<file path="src/rtl/mux_n_pkg.sv">
// mux_n_pkg: shared mode encodings and sequencer widths for the mux_n_pipe unit
package mux_n_pkg;
    typedef enum logic [1:0] {
        MODE_DATA_SEL   = 2'd0,
        MODE_STATIC_SEL = 2'd1,
        MODE_RR         = 2'd2,
        MODE_HOLD       = 2'd3
    } mode_e;
    localparam int RR_PERIOD_W = 16;
endpackage

</file>
<file path="src/rtl/mux_n_pipe_if.sv">
// mux_n_pipe_if: configuration, data and status signals of the mux_n_pipe unit
interface mux_n_pipe_if
    import mux_n_pkg::*;
#(
    parameter int DATA_W = 32,
    parameter int N_IN = 8,
    parameter int SEL_W = N_IN > 2 ? $clog2(N_IN) : 1
);
    logic                    running;
    logic                    run;
    logic [N_IN*DATA_W-1:0]  in_data;
    logic [DATA_W-1:0]       sel_in;
    mode_e                   mode;
    logic [SEL_W-1:0]        static_sel;
    logic [RR_PERIOD_W-1:0]  rr_period;
    logic [DATA_W-1:0]       out0;
    logic                    rr_wrap;
    modport master (
        output running, run, in_data, sel_in, mode, static_sel, rr_period,
        input  out0, rr_wrap
    );
    modport slave (
        input  running, run, in_data, sel_in, mode, static_sel, rr_period,
        output out0, rr_wrap
    );
endinterface

</file>
<file path="src/rtl/mux_n_rr_ctrl.sv">
// mux_n_rr_ctrl: round-robin index sequencer with programmable dwell and wrap pulse
module mux_n_rr_ctrl
    import mux_n_pkg::*;
#(
    parameter int N_IN = 8
) (
    input  logic                               clk,
    input  logic                               rst,
    input  logic                               run,
    input  logic                               running,
    input  logic                               enable,
    input  logic [RR_PERIOD_W-1:0]             rr_period,
    output logic [(N_IN > 2 ? $clog2(N_IN) : 1)-1:0] rr_idx,
    output logic                               rr_wrap
);
    localparam int SEL_W = N_IN > 2 ? $clog2(N_IN) : 1;
    logic [RR_PERIOD_W-1:0] dwell_d, dwell_q, last;
    logic [SEL_W-1:0]       idx_d, idx_q;
    logic                   wrap_d, wrap_q, adv, step;
    // dwell countdown and index advance; a run pulse restarts both and beats any advance
    always_comb begin
        last    = rr_period == '0 ? '0 : rr_period - 1'b1;
        adv     = running && enable && !run;
        step    = adv && dwell_q == last;
        wrap_d  = step && idx_q == SEL_W'(N_IN - 1);
        dwell_d = run || step ? '0 : adv ? dwell_q + 1'b1 : dwell_q;
        idx_d   = run || wrap_d ? '0 : step ? idx_q + 1'b1 : idx_q;
    end
    // sequencer state, cleared asynchronously
    always_ff @(posedge clk, posedge rst) begin
        if (rst) begin
            dwell_q <= '0;
            idx_q   <= '0;
            wrap_q  <= 1'b0;
        end else begin
            dwell_q <= dwell_d;
            idx_q   <= idx_d;
            wrap_q  <= wrap_d;
        end
    end
    assign rr_idx  = idx_q;
    assign rr_wrap = wrap_q;
endmodule

</file>
<file path="src/rtl/mux_n_pipe.sv">
// mux_n_pipe: N-way input select (data/static/round-robin) through a LATENCY-stage holdable pipeline
module mux_n_pipe
    import mux_n_pkg::*;
#(
    parameter int DATA_W = 32,
    parameter int N_IN = 8,
    parameter int LATENCY = 1
) (
    input logic         clk,
    input logic         rst,
    mux_n_pipe_if.slave bus
);
    localparam int SEL_W = N_IN > 2 ? $clog2(N_IN) : 1;
    localparam int N_WORDS = 1 << SEL_W;
    logic [SEL_W-1:0]  rr_idx, idx;
    logic [DATA_W-1:0] words [N_WORDS];
    logic [DATA_W-1:0] sel_word;
    logic              en;
    // indices past N_IN map to constant zero words so a stray selector never yields X
    for (genvar k = 0; k < N_WORDS; k++) begin : g_w
        if (k < N_IN) begin : g_in
            assign words[k] = bus.in_data[k*DATA_W +: DATA_W];
        end else begin : g_zero
            assign words[k] = '0;
        end
    end
    mux_n_rr_ctrl #(.N_IN(N_IN)) u_rr (
        .clk       (clk),
        .rst       (rst),
        .run       (bus.run),
        .running   (bus.running),
        .enable    (bus.mode == MODE_RR),
        .rr_period (bus.rr_period),
        .rr_idx    (rr_idx),
        .rr_wrap   (bus.rr_wrap)
    );
    // pick the index source for this cycle and fetch the word; HOLD stalls every stage
    always_comb begin
        idx      = bus.mode == MODE_DATA_SEL   ? bus.sel_in[SEL_W-1:0] :
                   bus.mode == MODE_STATIC_SEL ? bus.static_sel : rr_idx;
        sel_word = words[idx];
        en       = bus.mode != MODE_HOLD;
    end
    for (genvar s = 0; s < LATENCY; s++) begin : g_st
        logic [DATA_W-1:0] stage_d, stage_q, prev;
        if (s == 0) begin : g_head
            assign prev = sel_word;
        end else begin : g_tail
            assign prev = g_st[s-1].stage_q;
        end
        // shift the previous stage in unless holding
        always_comb stage_d = en ? prev : stage_q;
        // stage register, cleared asynchronously
        always_ff @(posedge clk, posedge rst) begin
            if (rst) stage_q <= '0;
            else     stage_q <= stage_d;
        end
    end
    assign bus.out0 = g_st[LATENCY-1].stage_q;
endmodule

</file>
<file path="src/flat_wrapper.sv">
// flat-port wrapper written by rule: the top's interface ports become plain ports
module mux_n_pipe_flat import mux_n_pkg::*;
#(
    parameter int DATA_W = 32,
    parameter int N_IN = 8,
    parameter int LATENCY = 1
)
  (clk, rst, bus_running, bus_run, bus_in_data, bus_sel_in, bus_mode, bus_static_sel, bus_rr_period, bus_out0, bus_rr_wrap);
  mux_n_pipe_if #(.DATA_W(DATA_W), .N_IN(N_IN)) bus_i ();
  input logic clk;
  input logic rst;
  input wire logic [$bits(bus_i.running)-1:0] bus_running;
  input wire logic [$bits(bus_i.run)-1:0] bus_run;
  input wire logic [$bits(bus_i.in_data)-1:0] bus_in_data;
  input wire logic [$bits(bus_i.sel_in)-1:0] bus_sel_in;
  input wire logic [$bits(bus_i.mode)-1:0] bus_mode;
  input wire logic [$bits(bus_i.static_sel)-1:0] bus_static_sel;
  input wire logic [$bits(bus_i.rr_period)-1:0] bus_rr_period;
  output wire logic [$bits(bus_i.out0)-1:0] bus_out0;
  output wire logic [$bits(bus_i.rr_wrap)-1:0] bus_rr_wrap;
  assign bus_i.running = bus_running;
  assign bus_i.run = bus_run;
  assign bus_i.in_data = bus_in_data;
  assign bus_i.sel_in = bus_sel_in;
  assign bus_i.mode = bus_mode;
  assign bus_i.static_sel = bus_static_sel;
  assign bus_i.rr_period = bus_rr_period;
  assign bus_out0 = bus_i.out0;
  assign bus_rr_wrap = bus_i.rr_wrap;
  mux_n_pipe #(.DATA_W(DATA_W), .N_IN(N_IN), .LATENCY(LATENCY)) u_core (.clk(clk), .rst(rst), .bus(bus_i));
endmodule
</file>
<file path="config.mk">
export PLATFORM = sky130hd
export DESIGN_NAME = mux_n_pipe_flat
export DESIGN_NICKNAME = d
export VERILOG_FILES = /design/src/rtl/mux_n_pkg.sv /design/src/rtl/mux_n_pipe_if.sv /design/src/rtl/mux_n_rr_ctrl.sv /design/src/rtl/mux_n_pipe.sv /design/src/flat_wrapper.sv
export SDC_FILE = /design/constraint.sdc
export NUM_CORES = 1
export LEC_CHECK = 0
export ABC_AREA = 1
export BUFFER_PORTS_ARGS = -buffer_cell sky130_fd_sc_hd__buf_2
export CAP_MARGIN = 25
export CORE_MARGIN = 10
export CORE_UTILIZATION = 48
export DETAILED_ROUTE_END_ITERATION = 10
export PLACE_DENSITY_LB_ADDON = 0.08
export SLEW_MARGIN = 20
export SYNTH_ARGS = -nofsm -noshare
export SYNTH_HDL_FRONTEND = slang
export SYNTH_HIERARCHICAL = 1
export SYNTH_SLANG_ARGS = --single-unit
</file>
<file path="constraint.sdc">
create_clock -name clk -period 1.8 [get_ports clk]
set_input_delay 0 -clock clk [delete_from_list [all_inputs] [get_ports clk]]
set_output_delay 0 -clock clk [all_outputs]
set_load 0.01 [all_outputs]
</file>
==> flow_summary_export.csv, run 1 <==
group,metric,value,unit
sta,drv_slew,0,
logic_synthesis,synth_flop_cell,"dfrtp_1",
finish,drive_above_1_share,0.2835,
route,final_antenna_net_count,0,
power,power_density,470.0,nW/um2
global_route,grt_max_degree,100,
power,finalPower,4.356,mW
logic_synthesis,syn_nets,1561,
logic_synthesis,syn_avg_cell_area,5.625,um2
logic_synthesis,mappedNetlistArea,6998,um2
outcome,status,"finished, final reports clean",
clock_tree,cts_buffers,5,
worst_setup_path,path_cells,"nand3_1, nor2_1, nand3_1, nor3_2, nand2_1, nor2_2, nand3_1, xor2_1, nor2_1",
logic_synthesis,synth_top_family_by_area,"simple AND/OR/NAND/NOR gates",
sta,max_freq,0.5834,GHz
worst_setup_path,crit_path_end_kind,"flop",
logic_synthesis,synth_area_leader_cell,"dfrtp_1",
power,p_int,2.742,mW
clock_tree,cts_tree,"built",
logic_synthesis,ys_ff_latch,52,
power,peakVddDrop,539.4,uV
logic_synthesis,yosys_warnings,6,
worst_setup_path,cp_slowest_cell,"dfrtp_1",
floorplanning,start_util,0.4852,
worst_setup_path,cpMostUsedCell,"nand3_1",
global_route,grt_pass1_vias,8840,
sta,hold_viol_final,0,
global_route,grt.met1_usage,0.3348,
sta,period_needed,1.714,ns
floorplanning,die_h,140.7,um
worst_setup_path,cpPeakStageDelay,0.41,ns
clock_tree,clkLatencyLatePin,0.29,ns
finish,nets,1861,
worst_setup_path,worstSetupPathType,"flop to flop",
sta,finalCritPeriodShare,0.9523,
floorplanning,die_x,140.7,um
clock_tree,clockBufferDepth,2,
worst_setup_path,endpoint,"u_core/u_rr/dwell_q[15]",
route,first_pass_iters,7,
logic_synthesis,synthMuxAreaShare,0,
power,p_leak,5.709,nW
global_route,use_met3,0.05677,
logic_synthesis,synth-simple-area-share,0.5500,
logic_synthesis,synth_most_common_cell,"inv_1",
power,clockPowerShare,0.253,
route,drc_errors,0,
hold_path,hold_class,"primary input to flop",
route,wl,28420,um
sta,rsz0062_at_grt,"true",
hold_path,worstHoldStart,"bus_run",
logic_synthesis,synthCells,1244,
global_route,grt_use_met2,0.4663,
logic_synthesis,synth.distinct_cells,32,
finish,areaGrowthSynthToFinish,32.45,%
worst_setup_path,reg2reg_depth,9,
placed_design,gp_congestion,0.9155,
power,switching_share,0.3705,
sta,tightest_slew,0.7873,ns
route,vias,9152,
floorplanning,pin_count,346,
power,seqPwrFrac,0.312,
global_route,antenna_found_initial,2,
placed_design,hpwl,21870,um
sta,finalSetupViolations,0,
logic_synthesis,synth_seq_area_share,0.1859,
logic_synthesis,async_flop_share,1.000,
logic_synthesis,synth_xor_area_frac,0.02593,
worst_setup_path,crit_path_max_fanout,4,
worst_setup_path,crit_required,2.02,ns
logic_synthesis,synth_area_leaders,"dfrtp_1, nand3_1, inv_1, nand2_1, nand4_1",
global_route,track_usage,0.2722,
logic_synthesis,synthTopCellsByCount,"inv_1, nand2_1, nand3_1, nand4_1, dfrtp_1",
route,drt-initial-drc-count,775,
worst_setup_path,r2r_slack,0.09,ns
logic_synthesis,synth_compound_area_frac,0.003218,
worst_setup_path,r2r-end,"u_core/u_rr/dwell_q[15]",
route,route.detailed.wl_per_inst,16.42,um
global_route,grt-busiest-layer,"met2",
sta,relSlewSlack,0.4746,
global_route,grt_first_pass_wirelength,45460,um
clock_tree,cts_root_buf,"clkbuf_16",
clock_tree,clkSlewWorstSetupHoldPaths,0.07,ns
clock_tree,cts.sinks,52,
logic_synthesis,synth_top_area_share,0.1859,
floorplanning,placementRows,44,
global_route,grt.overflow.total,0,
run,drv_cap,0,
clock_tree,h-tree-depth,2,
worst_setup_path,crit_arrival,1.94,ns
power,pwr-share-comb,0.435,
worst_setup_path,start_kind,"flop",
floorplanning,coreArea,14420,um2
worst_setup_path,cp-startpoint,"u_core/u_rr/dwell_q[0]",
sta,clock_skew,0.004764,ns
route,avgViaCountPerCell,5.287,
logic_synthesis,synth_edf_count,0,
floorplanning,fp.dieArea,19810,um2
placed_design,io_buffers,316,
power,p_switching,1.614,mW
logic_synthesis,synth_fa_ha_area_frac,0.007152,
worst_setup_path,r2r_start,"u_core/u_rr/dwell_q[0]",
finish,fin_util,0.6426,
-- cell usage in the layout (no fill, tap or decap), types with 16 or more instances in the layout --
cell type	netlist	final
buf_12	1	16
buf_2	46	316
buf_4	9	42
dfrtp_1	52	52
inv_1	307	307
nand2_1	282	280
nand3_1	259	258
nand4_1	139	139
nor2_1	45	42
nor2_4	17	17
xor2_1	16	16
-- flip-flops by register name (all words and copies together) (netlist names) --
signal,count
u_core/u_rr/rr_wrap,1
u_core/bus.out0,32
u_core/u_rr/dwell_q,16
u_core/u_rr/rr_idx,3
-- power groups by stage --
stage	clock network, mW	registers (mW)	logic (mW)
3_5_place_dp	0	1.38	1.87
4_1_cts	1.11	1.36	1.88
3_3_place_gp	0	1.38	1.85
6_report	1.10	1.36	1.89
2_1_floorplan	0	1.43	1.00
5_1_grt	1.17	1.37	2.11
-- how the worst min path moves through the flow --
| stage | slack [ns] | to | cells past startpoint |
|---|---|---|---|
| 2_1_floorplan | -0.04 | u_core/u_rr/dwell_q[0] | 1 |
| 3_3_place_gp | 0.13 | u_core/bus.out0[9] | 3 |
| 3_5_place_dp | 0.14 | u_core/bus.out0[9] | 3 |
| 4_1_cts | 0.04 | u_core/u_rr/dwell_q[1] | 4 |
| 5_1_grt | 0.08 | u_core/u_rr/dwell_q[1] | 4 |
| 6_report | 0.06 | u_core/u_rr/dwell_q[1] | 4 |
-- layer usage --
metal,vias up,part of all wire
met4,0,0.026
met1,4146,0.40
met5,-,0
met3,50,0.087
li1,4514,-
met2,442,0.49
-- per-stage QoR --
stage	area [um2]	setup slack (ns)	std cells	TNS (ns)	hold slack [ns]
after floorplan	6998	0.05101	1244	0	-0.03617
after global placement	9009	-0.1710	1715	-2.551	0.1287
after detailed placement	9009	-0.2261	1715	-3.659	0.1392
after CTS	9190	0.04109	1725	0	0.04262
after global routing	9269	-0.05310	1731	-0.06725	0.07550
final	9269	0.08580	1731	0	0.05705
-- what timing repair did --
action / 4_1_cts / 5_1_grt
pin swaps: 1 / 2
resized for setup: 0 / 10
gates cloned: 0 / 0
setup buffers: 1 / 4
hold endpoints to repair: 52 / 0
setup endpoints to repair: 1 / 20
hold buffers: 1 / 0
-- cells by family (layout without fill, tap and decap cells) --
logic type | Yosys count | after routing
simple gates | 774 | 774
buf+inv | 392 | 693
flops | 52 | 52
xor+xnor | 19 | 19
fa+ha+maj | 4 | 4
compound gates | 3 | 3
other cells | 0 | 2
-- critical path, delay by kind of cell, from the launching register on --
family / cells / cell delay [ns]
flip-flops: 1 / 0.41
XOR/XNOR: 1 / 0.15
AND/OR/NAND/NOR: 8 / 1.09
-- area by class of cell --
type	instances	area, um2
Timing Repair Buffer	376	2238
Inverter	309	1160
Fill cell	1417	5155
Multi-Input combinational cell	800	4170
Clock inverter	2	35.03
Sequential cell	52	1301
Antenna cell	2	5.005
Clock buffer	6	128.9
Tap cell	184	230.2
No activity file was read; power rests on OpenSTA's default activity.
==> inputs of run 2 (changes only) <==
--- a/config.mk
+++ b/config.mk
@@ -10,6 +10,7 @@
 export CAP_MARGIN = 25
 export CORE_MARGIN = 10
 export CORE_UTILIZATION = 48
+export CTS_BUF_LIST = sky130_fd_sc_hd__clkbuf_8 sky130_fd_sc_hd__clkbuf_16
 export DETAILED_ROUTE_END_ITERATION = 10
 export PLACE_DENSITY_LB_ADDON = 0.08
 export SLEW_MARGIN = 20
==> run 2 against run 1 <==
  * Die area did not move
  * Final cell count stayed put
  * Sequential cell count unchanged
  * Sequential power barely moved
  * Routed wire length is essentially flat
  * Clock skew hardly changed
  * Combinational power about the same
  * Total power is essentially flat
  * Non-clock buffer count unchanged
  * Critical path type unchanged
  * Critical endpoint unchanged
==> flow_summary_export.csv, run 2 (same netlist as run 1, synthesis figures left out) <==
group,metric,value,unit
worst_setup_path,cpMostUsedCell,"nand3_1",
hold_path,hold_depth,4,
floorplanning,fp.dieArea,19810,um2
sta,relSlewSlack,0.4763,
finish,areaGrowthSynthToFinish,32.40,%
global_route,track_usage,0.2722,
route,final_antenna_net_count,0,
finish,final_cells,1731,
worst_setup_path,cp_slowest_cell,"dfrtp_1",
finish,layout_commonest_cell,"buf_2",
sta,finalCritPeriodShare,0.9472,
floorplanning,pin_count,346,
run,drv_cap,0,
sta,period_needed,1.705,ns
clock_tree,clkSlewWorstSetupHoldPaths,0.07,ns
clock_tree,cts_buffers,5,
sta,clock_skew,0.004688,ns
worst_setup_path,worstSetupPathType,"flop to flop",
route,drc_errors,0,
clock_tree,h-tree-depth,2,
clock_tree,clockBufferDepth,2,
finish,drive_above_1_share,0.2835,
placed_design,io_buffers,316,
route,route.detailed.wl_per_inst,16.42,um
global_route,antenna_found_initial,2,
placed_design,dp_slack,-0.2261,ns
clock_tree,cts.sinks,52,
clock_tree,cts_root_buf,"clkbuf_16",
finish,fillers,1417,
route,wl,28430,um
clock_tree,clkLatencyLatePin,0.29,ns
sta,tightest_slew,0.7847,ns
route,drt-initial-drc-count,779,
worst_setup_path,start_kind,"flop",
worst_setup_path,crit_path_max_fanout,4,
finish,final_cell_mix,"buf_2, inv_1, nand2_1",
floorplanning,coreArea,14420,um2
finish,nets,1861,
worst_setup_path,reg2reg_depth,9,
floorplanning,die_h,140.7,um
power,power_density,469.7,nW/um2
sta,finalSetupViolations,0,
outcome,status,"finished, final reports clean",
placed_design,hpwl,21870,um
global_route,grt_pass1_vias,8840,
worst_setup_path,path_cells,"nand3_1, nor2_1, nand3_1, nor3_2, nand2_1, nor2_2, nand3_1, xor2_1, nor2_1",
sta,holdWs,0.05174,ns
floorplanning,die_x,140.7,um
hold_path,hold_class,"primary input to flop",
floorplanning,start_util,0.4852,
route,first_pass_iters,6,
global_route,grt.overflow.total,0,
clock_tree,cts_tree,"built",
worst_setup_path,crit_required,2.02,ns
placed_design,gp_congestion,0.9155,
power,finalPower,4.352,mW
floorplanning,placementRows,44,
worst_setup_path,crit_path_end_kind,"flop",
worst_setup_path,crit_arrival,1.93,ns
placed_design,dp.cells,1715,
finish,largest_reg_flops,32,
sta,rsz0062_at_grt,"true",
global_route,grt_first_pass_wirelength,45460,um
sta,setup_slack,0.09498,ns
sta,drv_slew,0,
route,avgViaCountPerCell,5.307,
sta,max_freq,0.5865,GHz
route,vias,9186,
power,peakVddDrop,534.6,uV
global_route,grt_max_degree,100,
power,p_leak,5.712,nW
sta,hold_viol_final,0,
worst_setup_path,cpPeakStageDelay,0.41,ns
run 2: changes by cell type in the layout (fill, tap and decap cells not counted):
cell,change
buf_4,+1
inv_1,+1
clkbuf_1,-1
buf_6,-1
run 2: layout make-up:
class | count | area, um2 | area share
Antenna cell | 2 | 5.005 | 0.0005402
Inverter | 309 | 1160 | 0.1252
Multi-Input combinational cell | 800 | 4170 | 0.4501
Clock inverter | 3 | 38.79 | 0.004186
Tap cell | 184 | 230.2 | 0.02485
Timing Repair Buffer | 376 | 2235 | 0.2412
Clock buffer | 5 | 125.1 | 0.01350
Sequential cell | 52 | 1301 | 0.1404
run 2: critical path, delay by kind of cell (launching register included):
kind	cells	cell delay, ns
XOR/XNOR	1	0.15
flip-flops	1	0.41
AND/OR/NAND/NOR	8	1.08
run 2: what timing repair did:
action | 4_1_cts | 5_1_grt
gates resized for setup | 0 | 9
hold endpoints to repair | 52 | 0
hold buffers | 1 | 0
setup buffers | 1 | 4
setup endpoints to repair | 1 | 20
pin swaps | 1 | 2
run 2: path summary, 6_finish.rpt:
check	startpoint	end	slack [ns]
setup / recovery	u_core/u_rr/dwell_q[0]	u_core/u_rr/dwell_q[15]	0.09
hold / removal	bus_run	u_core/u_rr/dwell_q[1]	0.05
setup reg to reg	u_core/u_rr/dwell_q[0]	u_core/u_rr/dwell_q[15]	0.09
hold reg to reg	u_core/bus.out0[11]	u_core/bus.out0[11]	0.48
max in group asynchronous	rst	u_core/u_rr/dwell_q[7]	0.89
min in group asynchronous	rst	u_core/bus.out0[13]	0.37
run 2: metal layers:
| layer | global-route usage | vias to the layer above | routed length (um) | part of all wire |
|---|---|---|---|---|
| li1 | - | 4514 | - | - |
| met1 | 0.3348 | 4157 | 11400 | 0.40 |
| met2 | 0.4663 | 471 | 13870 | 0.49 |
| met3 | 0.05677 | 44 | 2446 | 0.086 |
| met4 | 0.08043 | 0 | 711 | 0.025 |
| met5 | 0 | - | 0 | 0 |
run 2: power by group:
part | total, mW | internal (mW) | switching, mW
combinational | 1.89 | 0.799 | 1.09
sequential | 1.36 | 1.29 | 0.0760
clock | 1.10 | 0.650 | 0.446
run 2: stage by stage:
stage	area, um2	TNS (ns)	util
floorplan	6998	0	-
global placement	9009	-2.551	0.6246
detailed placement	9009	-3.659	0.6246
CTS	9190	0	0.6371
global route	9265	-0.06725	0.6423
finish	9265	0	0.6423
==> inputs of run 3 (changes only) <==
--- a/config.mk
+++ b/config.mk
@@ -8,10 +8,10 @@
 export ABC_AREA = 1
 export BUFFER_PORTS_ARGS = -buffer_cell sky130_fd_sc_hd__buf_2
 export CAP_MARGIN = 25
-export CORE_MARGIN = 10
-export CORE_UTILIZATION = 48
+export CORE_AREA = 2 2 135 137
 export CTS_BUF_LIST = sky130_fd_sc_hd__clkbuf_8 sky130_fd_sc_hd__clkbuf_16
 export DETAILED_ROUTE_END_ITERATION = 10
+export DIE_AREA = 0 0 137 139
 export PLACE_DENSITY_LB_ADDON = 0.08
 export SLEW_MARGIN = 20
 export SYNTH_ARGS = -nofsm -noshare
==> run 3 against run 2 <==
  * Design area up 2.7%
  * Die area fell by 3.9%
  * Sequential cell count stayed put
  * Routed wire length fell by 2.8%
  * Core utilization shrank 10 points
  * Clock skew is 0.0060 ns higher
  * Clock power decreased by 5%
  * First-iteration DRC count decreased by 12%
  * Fmax fell by 1.0%
  * Combinational power rose by 4%
  * Critical path type unchanged
==> flow_summary_export.csv, run 3 (same netlist as run 1, synthesis figures left out) <==
group,metric,value,unit
outcome,status,"finished, final reports clean",
floorplanning,coreArea,17660,um2
sta,tightest_slew,0.7849,ns
global_route,grt_first_pass_wirelength,42620,um
sta,holdWs,0.02444,ns
global_route,grt.overflow.total,0,
floorplanning,fp.dieArea,19040,um2
global_route,antenna_found_initial,4,
run,drv_cap,0,
route,wl,27630,um
clock_tree,cts.sinks,52,
sta,relSlewSlack,0.4761,
sta,max_freq,0.5806,GHz
clock_tree,clkLatencyLatePin,0.30,ns
clock_tree,cts_root_buf,"clkbuf_16",
worst_setup_path,reg2reg_depth,8,
worst_setup_path,crit_required,2.03,ns
sta,clock_skew,0.01067,ns
sta,drv_slew,0,
placed_design,dp_slack,-0.2165,ns
finish,final_cell_mix,"buf_2, inv_1, nand2_1",
sta,period_needed,1.722,ns
route,top_layer_used,"met4",
route,route.met2.wl,13160,um
worst_setup_path,crit_arrival,1.95,ns
worst_setup_path,path_cells,"or2_2, buf_4, nand3_4, buf_12, nand3_1, nand3_1, nand3_1, nand2_1",
global_route,track_usage,0.2770,
route,route.detailed.wl_per_inst,15.43,um
clock_tree,clockBufferDepth,2,
worst_setup_path,start_kind,"flop",
floorplanning,die_x,137,um
sta,hold_viol_final,0,
sta,finalCritPeriodShare,0.9568,
placed_design,dp.cells,1768,
floorplanning,pin_count,346,
placed_design,hpwl,20320,um
worst_setup_path,cpMostUsedCell,"nand3_1",
route,wl_met3,1894,um
finish,drive_above_1_share,0.2929,
clock_tree,h-tree-depth,2,
worst_setup_path,crit_path_end_kind,"flop",
placed_design,gp_congestion,0.9165,
power,peakVddDrop,328.7,uV
worst_setup_path,cpPeakStageDelay,0.38,ns
clock_tree,cts_buffers,5,
sta,rsz0062_at_grt,"false",
finish,areaGrowthSynthToFinish,35.92,%
worst_setup_path,crit_cells,8,
finish,final_cells,1790,
worst_setup_path,crit_path_max_fanout,25,
finish,nets,1873,
clock_tree,clkSlewWorstSetupHoldPaths,0.08,ns
floorplanning,start_util,0.3963,
worst_setup_path,cp_slowest_cell,"dfrtp_1",
route,first_pass_iters,5,
clock_tree,cts_tree,"built",
worst_setup_path,worstSetupPathType,"flop to flop",
hold_path,hold_class,"primary input to flop",
power,p_leak,5.822,nW
global_route,grt_pass1_vias,8358,
route,final_antenna_net_count,0,
route,avgViaCountPerCell,5.066,
sta,finalSetupViolations,0,
floorplanning,die_h,139,um
finish,largest_reg_flops,32,
sta,setup_slack,0.07778,ns
finish,layout_commonest_cell,"buf_2",
placed_design,io_buffers,316,
route,vias,9069,
worst_setup_path,cp_num_buf_inv,2,
route,wl_met1,11910,um
floorplanning,placementRows,49,
route,drc_errors,0,
global_route,grt_max_degree,70,
hold_path,hold_depth,4,
route,drt-initial-drc-count,683,
worst_setup_path,crit_family,"simple AND/OR/NAND/NOR gates",
power,power_density,460.1,nW/um2
[run 3: worst paths after layout]
check                                    endpoint             startpoint  slack (ns)
max                            u_core/bus.out0[3]  u_core/u_rr/rr_idx[1]        0.08
min                        u_core/u_rr/dwell_q[1]                bus_run        0.02
max reg2reg                    u_core/bus.out0[3]  u_core/u_rr/rr_idx[1]        0.08
min reg2reg                   u_core/bus.out0[29]    u_core/bus.out0[29]        0.48
max in group asynchronous  u_core/u_rr/dwell_q[7]                    rst        0.85
min in group asynchronous      u_core/bus.out0[8]                    rst        0.35
[run 3: what timing repair did]
action	in CTS	in global routing
endpoints found under the hold margin	52	0
hold buffers	1	0
endpoints found under the setup margin	33	37
pin swaps	1	3
cloned	1	1
resized for setup	2	13
buffers inserted	2	5
[run 3: routing by layer]
metal	vias to the layer above	global-route usage
met1	4071	0.3693
met2	414	0.4637
met4	0	0.09061
met5	-	0
li1	4544	-
met3	40	0.03070
[run 3: cell type report]
| cell class | count | area (um2) |
|---|---|---|
| inverters | 309 | 1160 |
| clock inverters | 2 | 13.76 |
| fillers | 1890 | 8145 |
| multi-input cells | 801 | 4188 |
| repair buffers | 387 | 2410 |
| well taps | 229 | 286.5 |
| clock buffers | 6 | 138.9 |
| flip-flops and latches | 52 | 1305 |
| diodes | 4 | 10.01 |
[run 3: worst reg2reg max path, stage by stage, from the launching register on]
cell	delay [ns]
dfrtp_1	0.38
or2_2	0.31
buf_4	0.15
nand3_4	0.14
buf_12	0.20
nand3_1	0.15
nand3_1	0.11
nand3_1	0.12
nand2_1	0.10
[run 3: power breakdown]
part | internal [mW] | switching [mW] | total (mW)
Clock | 0.559 | 0.489 | 1.05
Combinational | 0.839 | 1.13 | 1.97
Sequential | 1.29 | 0.0719 | 1.36
Total | 2.68 | 1.69 | 4.38
[run 3: through the flow]
stage / TNS (ns) / instance area [um2] / utilization / total power, mW
2_1_floorplan: 0 / 6998 / - / 2.426
3_5_place_dp: -7.258 / 9150 / 0.5182 / 3.275
6_report: 0 / 9512 / 0.5387 / 4.376
3_3_place_gp: -5.177 / 9150 / 0.5182 / 3.278
4_1_cts: 0 / 9369 / 0.5306 / 4.358
5_1_grt: 0 / 9512 / 0.5387 / 4.654
